**src/rtl/vedic_4bit.sv**
```systemverilog
// rtl/vedic_4bit.sv - 4x4 unsigned Vedic (Urdhva-Tiryagbhyam) multiplier with registered product
//
// Modules in this file:
//   full_adder   : 1-bit full adder
//                  x, y, ci -> s, co
//   ripple_add4  : 4-bit ripple-carry adder built from full_adder, carry-in tied low
//                  x[3:0], y[3:0] -> s[3:0], co
//   vedic_2x2    : 2x2 vertical-and-crosswise multiplier (AND terms + two half adders)
//                  x[1:0], y[1:0] -> p[3:0]
//   vedic_4bit   : top; four 2x2 partial products combined by ripple adders,
//                  product captured on every rising clk edge
//                  clk        rising-edge clock
//                  rst        asynchronous active-high reset, clears c
//                  a[3:0]     unsigned multiplicand
//                  b[3:0]     unsigned multiplier
//                  c[7:0]     registered product a*b, one cycle latency

module full_adder (
  input  logic x,
  input  logic y,
  input  logic ci,
  output logic s,
  output logic co
);
  assign s  = x ^ y ^ ci;
  assign co = (x & y) | (ci & (x ^ y));
endmodule

module ripple_add4 (
  input  logic [3:0] x,
  input  logic [3:0] y,
  output logic [3:0] s,
  output logic       co
);
  logic [4:0] k;

  assign k[0] = 1'b0;

  for (genvar i = 0; i < 4; i++) begin : g_fa
    full_adder u_fa (
      .x  (x[i]),
      .y  (y[i]),
      .ci (k[i]),
      .s  (s[i]),
      .co (k[i+1])
    );
  end

  assign co = k[4];
endmodule

module vedic_2x2 (
  input  logic [1:0] x,
  input  logic [1:0] y,
  output logic [3:0] p
);
  logic m10;
  logic m01;
  logic m11;
  logic k1;

  assign m10 = x[1] & y[0];
  assign m01 = x[0] & y[1];
  assign m11 = x[1] & y[1];

  // Crosswise terms meet in the first half adder, its carry joins the
  // vertical upper term in the second half adder.
  assign p[0] = x[0] & y[0];
  assign p[1] = m10 ^ m01;
  assign k1   = m10 & m01;
  assign p[2] = m11 ^ k1;
  assign p[3] = m11 & k1;
endmodule

module vedic_4bit (
  input  logic       clk,
  input  logic       rst,
  input  logic [3:0] a,
  input  logic [3:0] b,
  output logic [7:0] c
);
  logic [3:0] q0;
  logic [3:0] q1;
  logic [3:0] q2;
  logic [3:0] q3;

  logic [3:0] t1_s;
  logic       t1_co;
  logic [3:0] t2_s;
  logic       t2_co;
  logic       mid_co;

  logic [3:0] hi_y;
  logic [3:0] hi_s;
  logic [2:0] hi_k;

  logic [7:0] c_next;

  vedic_2x2 u_q0 (.x(a[1:0]), .y(b[1:0]), .p(q0));
  vedic_2x2 u_q1 (.x(a[3:2]), .y(b[1:0]), .p(q1));
  vedic_2x2 u_q2 (.x(a[1:0]), .y(b[3:2]), .p(q2));
  vedic_2x2 u_q3 (.x(a[3:2]), .y(b[3:2]), .p(q3));

  // Cross products share weight 4.
  ripple_add4 u_t1 (.x(q1), .y(q2), .s(t1_s), .co(t1_co));

  // Fold in the upper half of q0, also at weight 4.
  ripple_add4 u_t2 (.x({2'b00, q0[3:2]}), .y(t1_s), .s(t2_s), .co(t2_co));

  // Both carries land at weight 64. They are mutually exclusive: when t1
  // carries, its low nibble is at most 2, and adding q0[3:2] (at most 2)
  // cannot carry again. So an OR merges them without losing anything.
  assign mid_co = t1_co | t2_co;

  // Upper nibble (weight 16): q3 + t2_s[3:2] + 4*mid_co.
  assign hi_y = {1'b0, mid_co, t2_s[3:2]};

  for (genvar i = 0; i < 3; i++) begin : g_hi
    full_adder u_fa (
      .x  (q3[i]),
      .y  (hi_y[i]),
      .ci ((i == 0) ? 1'b0 : hi_k[(i == 0) ? 0 : i-1]),
      .s  (hi_s[i]),
      .co (hi_k[i])
    );
  end

  // The product never exceeds 225, so nothing carries out of bit 7 and the
  // top stage only needs its sum output.
  assign hi_s[3] = q3[3] ^ hi_y[3] ^ hi_k[2];

  assign c_next = {hi_s, t2_s[1:0], q0[1:0]};

  always_ff @(posedge clk or posedge rst) begin
    if (rst) begin
      c <= 8'h00;
    end else begin
      c <= c_next;
    end
  end
endmodule

```
**config.mk**
```make
export PLATFORM = sky130hd
export DESIGN_NAME = vedic_4bit
export DESIGN_NICKNAME = d
export VERILOG_FILES = /design/src/rtl/vedic_4bit.sv
export SDC_FILE = /design/constraint.sdc
export NUM_CORES = 1
export LEC_CHECK = 0
export BUFFER_PORTS_ARGS = -buffer_cell sky130_fd_sc_hd__buf_4
export CAP_MARGIN = 20
export CORE_MARGIN = 2
export CORE_UTILIZATION = 35
export CTS_CLUSTER_SIZE = 12
export DETAILED_ROUTE_END_ITERATION = 10
export GPL_TIMING_DRIVEN = 0
export PLACE_DENSITY = 0.6
export SLEW_MARGIN = 20
export SYNTH_ARGS = -nofsm -noshare
export SYNTH_HDL_FRONTEND = slang
export SYNTH_SLANG_ARGS = --single-unit
```
**constraint.sdc**
```tcl
create_clock -name clk -period 0.8 [get_ports clk]
set_input_delay 0.08 -clock clk [delete_from_list [all_inputs] [get_ports clk]]
set_output_delay 0.08 -clock clk [all_outputs]
set_load 0.02 [all_outputs]
```
==> out/results.tsv <==
stage	metric	value	unit
detailed_routing	drt_iter0_drc	4	
power_and_ir_drop	p_leak	0.4920	nW
global_route	grt_util_all_layers	12.53	%
detailed_routing	wl_per_cell	10.25	um
cts	cts_buffer_depth	2	
sta	drv_slew	0	
final_layout	num-fill-cells	138	
sta	hold_slack	0.08865	ns
detailed_routing	route.detailed.drc	0	
cts	cts_made_buffers	3	
place	dp_slack	-2.230	ns
final_layout	area.growth.synth_to_final	59.08	%
logic_synthesis	netlist_area	654.4	sq um
min_path	hold_path.class	input port to flop	
final_layout	final_cell_area	1041	sq um
global_route	met1_usage	14.75	%
final_layout	regMostFlops	c	
sta	setup_violations	13	
final_layout	nNetsFinal	112	
logic_synthesis	yosysWarnings	0	
logic_synthesis	synth.top_cells.by_area	dfrtp_1 (31%), ha_1 (25%), fa_1 (18%)	
min_path	min_from	b[0]	
logic_synthesis	synth-edff-count	0	
critical_path	critical_path.startpoint_type	input port	
final_layout	regArea	200.2	sq um
run_status	violations	setup timing	
cts	cts_tree	yes	
cts	cts-root-buf	clkbuf_4	
global_route	use_met3	1.154	%
critical_path	cp.required	0.92	ns
cts	cts_htree_levels	1	
floorplanning	dieWidth	47.24	um
logic_synthesis	synth_largest_area_cell	dfrtp_1	
min_path	holdPathStages	2	
global_route	grt_pass1_vias	427	
logic_synthesis	ys_seq_area_share	30.59	%
critical_path	critPathKind	input port to flop	
final_layout	antennaDiodeCount	0	
power_and_ir_drop	clkPwrFrac	18.9	%
place	dp.cells	102	
sta	tns	-7.205	ns
detailed_routing	vias	433	
logic_synthesis	synthesis.nets	89	
final_layout	reg.largest.list	c: 8 flops	
final_layout	largest_reg_flops	8	
power_and_ir_drop	p_int	1.040	mW
sta	rsz0062_at_grt	true	
logic_synthesis	postSynth.asyncResetShare	100.0	%
power_and_ir_drop	power.share.switching	31.34	%
job	maxCapViolCount	0	
final_layout	drive_above_1_share	60.49	%
power_and_ir_drop	p_per_area	1454	nW/um^2
global_route	busiest_layer	met2	
detailed_routing	via_per_inst	4.085	
floorplanning	num_rows	15	
cts	clk_pin_slew_worst_paths	0.05	ns
power_and_ir_drop	power_frac_seq	34.4	%
floorplanning	die_h	47.24	um
global_route	grt_pass1_wl	1.828	mm
logic_synthesis	avgSynthCellArea	10.91	sq um
floorplanning	start_util	37.49	%
place	dp_hpwl	972.4	um
floorplanning	dieArea	2232	sq um
detailed_routing	wirelength	1.086	mm
power_and_ir_drop	switchingPower	0.4745	mW
sta	setup_slack	-1.883	ns
floorplanning	io-pin-count	18	
critical_path	worstPathArrival	2.80	ns
sta	fmax	0.3727	GHz
logic_synthesis	synth_common_cells	and2_1 (16), inv_1 (15), ha_1 (13)	
critical_path	cp_max_fo	4	
detailed_routing	drtAntennaViolNets	0	
place	port_buffers	17	
cts	cts_setup_buffers	0	
global_route	use_met2	21.35	%
power_and_ir_drop	ir_drop	0.0007154	V
global_route	grt_max_degree	9	
sta	post-route-min-period	2.683	ns
sta	timing.slew.headroom	80.50	%
logic_synthesis	synthDistinctLibCells	7	
min_path	hold_end	c[0]	
floorplanning	core-area	1745	sq um
logic_synthesis	synthFlopType	dfrtp_1	
logic_synthesis	synth.most_common_cell	and2_1	
logic_synthesis	syn_inst	60	
power_and_ir_drop	combPwrFrac	46.7	%
critical_path	endpoint_kind	flop	
place	place_area	903.4	sq um
sta	fin_crit_sh	335.4	%
power_and_ir_drop	total_power	1.514	mW
cts	clock_sinks	8	
run_status	status	complete, but fails checks	
global_route	grt_overflow	0	
logic_synthesis	synth.top_cell.area_share	30.59	%
logic_synthesis	ys_ff_latch	8	
global_route	antenna_found_initial	0	
final_layout	fin_util	59.64	%
detailed_routing	drt_first_pass_iters	2	
sta	timing.final.hold_violations	0	
place	gp_congestion	0.6415	
final_layout	multi_input_area	533.0	sq um
sta	worstMarginPinSlew	0.2921	ns
final_layout	fin_cells	106	
-- how the worst max path moves through the flow --
stage | from | end | slack [ns] | depth (start not counted)
5_1_grt | a[0] | c[7] | -1.95 | 14
2_1_floorplan | b[3] | c[6] | -1.98 | 12
3_3_place_gp | b[3] | c[7] | -2.18 | 14
6_report | a[0] | c[6] | -1.88 | 13
4_1_cts | b[0] | c[6] | -1.88 | 13
3_5_place_dp | b[3] | c[7] | -2.23 | 14
-- cells by family (layout without fill, tap and decap cells) --
| kind of cell | after synthesis | count (layout) | synth area share, % |
|---|---|---|---|
| buffers and inverters | 15 | 36 | 8.604 |
| DFF | 8 | 8 | 30.59 |
| xor gates and xnor gates | 1 | 1 | 1.339 |
| adders and majority gates | 19 | 19 | 43.21 |
| and+or+nand+nor | 17 | 17 | 16.25 |
-- cells in the final DEF, fill, tap and decap left out --
master	n
dfrtp_1	8
fa_1	1
buf_4	1
and2_1	8
dlygate4sd3_1	1
clkbuf_4	3
and2_4	8
ha_4	8
nand2b_1	1
inv_1	8
xor2_1	1
buf_6	16
inv_2	7
ha_2	1
ha_1	4
fa_2	5
-- layer usage --
metal  part of all wire, %  vias up
met5                     0        -
met4                   1.6        0
met3                   5.4        2
met2                    50       17
met1                    43      190
li1                      -      224
-- layout make-up --
cell class / count / area share, %
timing repair buffer: 18 / 18.99
multi-input combinational: 37 / 51.20
clock buffer: 3 / 2.163
sequential: 8 / 19.23
tap: 25 / 3.005
inverter: 15 / 5.409
-- timing repair --
action,in CTS,in global routing
setup endpoints to repair,14,14
hold endpoints to repair,8,0
resized for setup,22,3
hold buffers,1,0
pin swaps,12,3
-- worst max-delay path, stage by stage --
cell	delay [ns]
buf_6	0.10
and2_4	0.15
ha_4	0.23
fa_2	0.37
fa_2	0.35
inv_2	0.06
fa_1	0.41
inv_2	0.08
ha_4	0.12
inv_2	0.03
fa_2	0.34
inv_2	0.06
fa_2	0.41
-- power groups by stage --
stage | registers [mW] | clock network [mW] | logic (mW)
2_1_floorplan | 0.622 | 0 | 0.237
3_3_place_gp | 0.510 | 0 | 0.571
4_1_cts | 0.521 | 0.301 | 0.709
5_1_grt | 0.530 | 0.315 | 0.785
6_report | 0.521 | 0.287 | 0.707
3_5_place_dp | 0.511 | 0 | 0.585
Power figures use the tool's default switching activity.
